[config.mk]
export PLATFORM = sky130hd
export DESIGN_NAME = module_debounce_ctrl
export DESIGN_NICKNAME = d
export VERILOG_FILES = /design/src/rtl/module_debounce_ctrl.sv
export SDC_FILE = /design/constraint.sdc
export NUM_CORES = 1
export LEC_CHECK = 0
export CAP_MARGIN = 20
export CELL_PAD_IN_SITES_DETAIL_PLACEMENT = 1
export CELL_PAD_IN_SITES_GLOBAL_PLACEMENT = 1
export CORE_UTILIZATION = 40
export DETAILED_ROUTE_END_ITERATION = 8
export DONT_BUFFER_PORTS = 1
export PLACE_DENSITY_LB_ADDON = 0.1
export SETUP_SLACK_MARGIN = 0.02
export SLEW_MARGIN = 20
export SYNTH_ARGS = -nofsm -noshare
export SYNTH_HDL_FRONTEND = slang
export SYNTH_SLANG_ARGS = --single-unit
[constraint.sdc]
create_clock -name clk_i -period 4.2 [get_ports clk_i]
set_input_delay 0.63 -clock clk_i [delete_from_list [all_inputs] [get_ports clk_i]]
set_output_delay 0.63 -clock clk_i [all_outputs]
set_load 0.05 [all_outputs]
[src/rtl/module_debounce_ctrl.sv]
// Button debounce filter with sticky edge events, an IRQ mask and a
// 4-word CPU register window (STATUS, EVENTS, IRQ_EN, CTRL).
module module_debounce_ctrl #(
  parameter int N_BTN           = 4,
  parameter int DEBOUNCE_CYCLES = 10000
) (
  input  logic             clk_i,
  input  logic             reset_i,
  input  logic [N_BTN-1:0] btn_i,
  input  logic [1:0]       addr_i,
  input  logic             we_i,
  input  logic [31:0]      wdata_i,
  output logic [31:0]      rdata_o,
  output logic             irq_o
);

  localparam int CNT_W = (DEBOUNCE_CYCLES > 2) ? $clog2(DEBOUNCE_CYCLES) : 1;
  // Entering WAIT_* is already the first stable cycle, so the count
  // tops out one short of the usual terminal value.
  localparam logic [CNT_W-1:0] LAST = CNT_W'(DEBOUNCE_CYCLES - 2);

  typedef enum logic [1:0] {
    IDLE_LO,
    WAIT_HI,
    IDLE_HI,
    WAIT_LO
  } state_e;

  state_e           state_q [N_BTN];
  state_e           state_d [N_BTN];
  logic [CNT_W-1:0] cnt_q   [N_BTN];
  logic [CNT_W-1:0] cnt_d   [N_BTN];

  logic             enable_q;
  logic             edge_sel_q;
  logic [N_BTN-1:0] irq_en_q;
  logic [N_BTN-1:0] events_q;
  logic             irq_q;

  logic             enable_d;
  logic             edge_sel_d;
  logic [N_BTN-1:0] irq_en_d;
  logic [N_BTN-1:0] events_d;
  logic             irq_d;

  logic [N_BTN-1:0] level;
  logic [N_BTN-1:0] rise;
  logic [N_BTN-1:0] fall;
  logic [N_BTN-1:0] ev_set;
  logic [N_BTN-1:0] ev_clr;
  logic             wr_ev;
  logic             wr_ien;
  logic             wr_ctrl;
  logic             unused_wdata;

  assign unused_wdata = ^wdata_i;

  always_comb begin
    for (int i = 0; i < N_BTN; i++) begin
      level[i] = (state_q[i] == IDLE_HI) ||
                 (state_q[i] == WAIT_LO);
    end
  end

  always_comb begin
    for (int i = 0; i < N_BTN; i++) begin
      state_d[i] = state_q[i];
      cnt_d[i]   = cnt_q[i];
      rise[i]    = 1'b0;
      fall[i]    = 1'b0;
      if (!enable_q) begin
        state_d[i] = IDLE_LO;
        cnt_d[i]   = '0;
      end else begin
        unique case (state_q[i])
          IDLE_LO: begin
            if (btn_i[i]) begin
              state_d[i] = WAIT_HI;
              cnt_d[i]   = '0;
            end
          end
          WAIT_HI: begin
            if (!btn_i[i]) begin
              state_d[i] = IDLE_LO;
              cnt_d[i]   = '0;
            end else if (cnt_q[i] == LAST) begin
              state_d[i] = IDLE_HI;
              cnt_d[i]   = '0;
              rise[i]    = 1'b1;
            end else begin
              cnt_d[i] = cnt_q[i] + CNT_W'(1);
            end
          end
          IDLE_HI: begin
            if (!btn_i[i]) begin
              state_d[i] = WAIT_LO;
              cnt_d[i]   = '0;
            end
          end
          WAIT_LO: begin
            if (btn_i[i]) begin
              state_d[i] = IDLE_HI;
              cnt_d[i]   = '0;
            end else if (cnt_q[i] == LAST) begin
              state_d[i] = IDLE_LO;
              cnt_d[i]   = '0;
              fall[i]    = 1'b1;
            end else begin
              cnt_d[i] = cnt_q[i] + CNT_W'(1);
            end
          end
          default: begin
            state_d[i] = IDLE_LO;
            cnt_d[i]   = '0;
          end
        endcase
      end
    end
  end

  assign wr_ev   = we_i && (addr_i == 2'd1);
  assign wr_ien  = we_i && (addr_i == 2'd2);
  assign wr_ctrl = we_i && (addr_i == 2'd3);

  always_comb begin
    ev_set     = edge_sel_q ? fall : rise;
    ev_clr     = wr_ev ? wdata_i[N_BTN-1:0] : '0;
    events_d   = (events_q & ~ev_clr) | ev_set;
    irq_en_d   = wr_ien ? wdata_i[N_BTN-1:0] : irq_en_q;
    enable_d   = wr_ctrl ? wdata_i[0] : enable_q;
    edge_sel_d = wr_ctrl ? wdata_i[1] : edge_sel_q;
    irq_d      = |(events_d & irq_en_d);
  end

  always_ff @(posedge clk_i or negedge reset_i) begin
    if (!reset_i) begin
      for (int i = 0; i < N_BTN; i++) begin
        state_q[i] <= IDLE_LO;
        cnt_q[i]   <= '0;
      end
      enable_q   <= 1'b1;
      edge_sel_q <= 1'b0;
      irq_en_q   <= '0;
      events_q   <= '0;
      irq_q      <= 1'b0;
    end else begin
      for (int i = 0; i < N_BTN; i++) begin
        state_q[i] <= state_d[i];
        cnt_q[i]   <= cnt_d[i];
      end
      enable_q   <= enable_d;
      edge_sel_q <= edge_sel_d;
      irq_en_q   <= irq_en_d;
      events_q   <= events_d;
      irq_q      <= irq_d;
    end
  end

  assign irq_o = irq_q;

  always_comb begin
    rdata_o = '0;
    unique case (addr_i)
      2'd0: rdata_o = 32'(level & {N_BTN{enable_q}});
      2'd1: rdata_o = 32'(events_q);
      2'd2: rdata_o = 32'(irq_en_q);
      2'd3: rdata_o = {30'b0, edge_sel_q, enable_q};
      default: rdata_o = '0;
    endcase
  end

endmodule

== Word level (Yosys, flattened, before mapping) ==
Index checks and enable logic that the tools add are counted.

* Output and inout port bits: 33
* Bits in registers: 75
* Logic and storage cells: 170
* Bits of input ports: 41

* Mux-type cells: 92
* Bitwise operators: 5
* Reductions and logical operators: 21
* Equality and inequality tests: 35
* Add/sub/neg operators: 4

{| class="wikitable"
|+ Operator list
! kind !! count
|-
| two-way mux 14 bit || 24
|-
| case mux 14 bit (4 select lines) || 4
|-
| case mux 32 bit (4 select lines) || 1
|-
| adder 14 x 1 -> 14 bit, second input constant || 4
|-
| equality test 14 bit, second input constant || 4
|-
| two-way mux 2 bit || 28
|-
| case mux 2 bit (4 select lines) || 4
|-
| two-way mux 1 bit || 28
|-
| inequality test 3 bit, second input constant || 8
|-
| equality test 2 bit, second input constant || 10
|-
| inequality test 4 x 3 -> 1 bit, second input constant || 4
|-
| inequality test 4 bit, second input constant || 4
|-
| AND reduction 4 bit || 4
|-
| bitwise AND 4 bit || 3
|-
| two-way mux 4 bit || 3
|-
| equality test 2 x 1 -> 1 bit, second input constant || 5
|-
| zero test 2 bit || 5
|-
| AND reduction 2 bit || 4
|-
| logical OR 1 bit || 4
|-
| NOT 4 bit || 1
|-
| OR 4 bit || 1
|-
| OR reduction 4 bit || 1
|-
| logical AND 1 bit || 3
|}

== Depth between registers and ports, before layout ==
* Depth in word-level cells: 9
* Depth in mapped cells: 9
* Gate-level depth less buffers: 7

== Worst setup path before layout ==
No wires, ideal clock.

* Path type: input port to output port
* Start point: in addr_i[0]
* End point: out rdata_o[2]
* Path buffers: 1
* Path slack: 1,376 ps
* Arrival time: 2,194 ps
* Data required time: 3,570 ps
* Stages: 4
* Cells stage by stage: clkbuf_1 -> nor2b_1 -> a22oi_1 -> o21ai_0

* Word-level cells in the longest chain between the ends: 2
* Elaborated cells on any way between the ends: 5
* Those cells by class: eq/ne (3); mux (1); reduce/logical (1)

{| class="wikitable"
|+ RTL lines
! element !! line !! source
|-
| from (decl) || 10 || <nowiki>input logic [1:0] addr_i,</nowiki>
|-
| equality test 2 bit, or another cell as far along || 163 || <nowiki>unique case (addr_i)</nowiki>
|-
| case mux 32 bit (4 select lines) (*) || 163 ||
|-
| to (decl) || 13 || <nowiki>output logic [31:0] rdata_o,</nowiki>
|}

Mark *: on every way between the ends. The rest lies on a longest branch, timed or not. The select of a mux whose other input is x is not followed.

== Worst setup path after layout ==
* Start point: reg enable_q
* End point: out rdata_o[3]

* Word-level cells in the longest chain between the ends: 2

{| class="wikitable"
|+ RTL lines
! element !! line !! source
|-
| from (decl) || 34 || <nowiki>logic enable_q;</nowiki>
|-
| from (signal assigned) || 151 || <nowiki>enable_q <= enable_d;</nowiki>
|-
| bitwise AND 4 bit || 164 || <nowiki>2'd0: rdata_o = 32'(level & {N_BTN{enable_q}});</nowiki>
|-
| case mux 32 bit (4 select lines) || 163 ||
|}

No other way between the ends. The select of a mux whose other input is x is not followed.

==> run metrics <==
status=finished, final reports clean; clock root buffer=sky130_fd_sc_hd__clkbuf_8; clock transition at the register clock pins on the worst setup and hold paths after CTS=0.08 ns; clock buffer count from CTS=9; number of levels in the clock H-tree=3; standard-cell rows=37; first-pass GRT wire length=17.8 mm; signed area change from the synthesized netlist to the final layout=6.32%; overall routed net length=10.3 mm; async set-or-reset flop fraction in the synthesized netlist=1.00; sequential cell area fraction in the yosys report=0.427; number of setup violations in the final report=0; arrival time worst endpoint=between 2 and 2.5 ns; GP Congestion=approximately 0.78; first-iteration detailed-routing DRC count=113; data required time of the worst path=3.57 ns; achievable clock frequency=~340 MHz; Tightest Pin Transition=just under 1 ns; class of the most critical hold timing path=input pin to asynchronous set/reset pin; Power Density=366 nW/um2; largest net degree at the start of global routing=between 70 and 80; RSZ-0062 raised after global routing=false; Worst-Skew Late Latency=between 0.3 and 0.4 ns; register bit total from synthesis=75; final-report max-slew violation count=0; placeable core region=~11000 um2; initial core utilization=0.418; via count of the first global-routing pass=around 3600; startpoint kind of the worst setup timing path=register; number of antenna diodes=0; largest buffer count on any clock path=2; HPWL after detailed placement=7.03 mm; chip width=approximately 110 um; TritonRoute pass-1 iters=4; Net count, final=~530; setup total negative slack=0 ns; Max Fanout on Critical Path=27; number of placed I/O pins=74; P_leak=2.00 nW; number of cells produced by synthesis=just under 500; Slew HR=0.353; overall global routing resource usage=0.198; height of the chip=around 110 um; part of the cycle the worst path needs=0.707; VDD IR-drop max=approximately 0.00018 V; Ys Warns=0; post-route antenna net violation count=0; post-route worst setup slack=between 1 and 1.5 ns; endpoint type of the worst setup path=output port; number of sinks handled by clock tree synthesis=75; final-report hold violation count=0; dpl ws=between 1.5 and 2 ns; Setup Crit Path Kind=register to output port; flip-flop cell with the highest count after synthesis=sky130_fd_sc_hd__dfrtp_1; max-cap violations=0; remaining routing DRC violations=0; mapped cell area=approximately 4400 um2; number of antenna violations at the first check in global routing=0; DR vias=3474; clock period minus final worst setup slack=slightly below 3 ns; post-synth cell types=approximately 60; routed vias/inst=5.58; post_cts resized=0; number of enable-type register cells in the synthesized netlist=0; Syn Area/Cell=slightly above 9 um2; DIE AREA=between 10000 and 15000 um2; Remaining Overflow, GRT=0; worst clock skew on the final layout=~0.011 ns; share of final-layout standard cells stronger than drive strength 1=0.0862; count of buffers inserted at the top-level ports=0; TritonCTS clock tree=done; routed wirelength normalized by instance count=about 17 um
[cell usage after synthesis, drive strengths merged, types with 10 or more instances]
| master | number | area share |
|---|---|---|
| a21oi | 17 | 0.019 |
| and3 | 15 | 0.021 |
| buf | 32 | 0.055 |
| clkbuf | 10 | 0.0085 |
| dfrtp | 74 | 0.42 |
| inv | 16 | 0.014 |
| nand2 | 55 | 0.047 |
| nand3 | 35 | 0.040 |
| nor2 | 24 | 0.021 |
| nor3 | 21 | 0.024 |
| o21ai | 43 | 0.049 |
| or3 | 10 | 0.015 |
| xor2 | 11 | 0.022 |
[critical path, cell delays in order (launching register included)]
cell                      delay [ns]
sky130_fd_sc_hd__dfstp_2        0.78
sky130_fd_sc_hd__nor2b_1        0.32
sky130_fd_sc_hd__a22oi_1        0.11
sky130_fd_sc_hd__o21ai_1        0.77
[registers in the layout, indices dropped and copies added, names as in the netlist]
name / cells
events_q: 4
state_q: 8
enable_q: 1
edge_sel_q: 1
irq_en_q: 4
cnt_q: 56
irq_o: 1
[cells by family after synthesis]
family                     synth area share
buffers and inverters                0.0774
AOI/OAI and AO/OA                     0.134
and+or+nand+nor                       0.271
xor gates and xnor gates             0.0279
adders and majority gates            0.0228
muxes                                0.0387
DFF                                   0.427
other                              0.000853
[per-stage QoR]
step	total power [mW]	hold WS, ns	instance area [um2]	util	std cells
global route	1.79	0.0933	4670	0.445	623
detailed placement	1.02	0.337	4410	0.419	606
floorplan	1.00	0.334	4500	-	511
CTS	1.74	0.0961	4670	0.445	623
global placement	1.01	0.337	4400	0.419	606
finish	1.71	0.115	4670	0.445	623
[layout make-up]
type / instances / area, um2
flip-flops and latches: 75 / 1880
well taps: 136 / 170
repair buffers: 2 / 35.0
multi-input cells: 378 / 2290
clock inverters: 5 / 100
fillers: 1186 / 5830
clock buffers: 11 / 141
inverters: 16 / 60.1
[repair_timing]
action | CTS | global route
hold buffers | 1 | 0
setup buffers | 0 | 0
endpoints found under the hold margin | 74 | 0
[final timing paths]
| check | startpoint | to | slack (ns) | cells after the start |
|---|---|---|---|---|
| max reg2reg | cnt_q[28]$_DFFE_PN0P_ | cnt_q[39]$_DFFE_PN0P_ | 1.62 | 7 |
| min reg2reg | cnt_q[38]$_DFFE_PN0P_ | cnt_q[38]$_DFFE_PN0P_ | 0.48 | 1 |
| max | enable_q$_DFFE_PN1P_ | rdata_o[3] | 1.23 | 3 |
| min in group clk_i | wdata_i[1] | edge_sel_q$_DFFE_PN0P_ | 0.43 | 1 |
| min | reset_i | enable_q$_DFFE_PN1P_ | 0.11 | 0 |
| max in group asynchronous | reset_i | cnt_q[28]$_DFFE_PN0P_ | 3.71 | 1 |
[per-layer routing]
| layer | global-route usage | vias to the layer above | part of all wire |
|---|---|---|---|
| met4 | 0.0705 | 0 | 0.013 |
| met1 | 0.251 | 1751 | 0.46 |
| met3 | 0.0334 | 11 | 0.028 |
| met5 | 0 | - | 0 |
| li1 | - | 1671 | - |
| met2 | 0.338 | 41 | 0.49 |
[placed cells by master, fill, tap and decap left out, drive strengths merged, types with 8 or more instances in the layout]
cell type	count
xor2	11
nor2	24
mux2i	8
a22o	8
dfrtp	74
o21ai	43
and3	15
nand3	35
inv	16
clkbuf	11
nor3	21
a21oi	17
nand2	55
ha	8
conb	28
or3	10
[power breakdown]
group	leakage, nW	switching [mW]	internal (mW)	total, mW
sequential	1.03	0.0353	0.745	0.780
combinational	0.851	0.173	0.0666	0.240
clock	0.123	0.279	0.410	0.689
total	2.00	0.488	1.22	1.71
No activity file was read; power rests on OpenSTA's default activity.
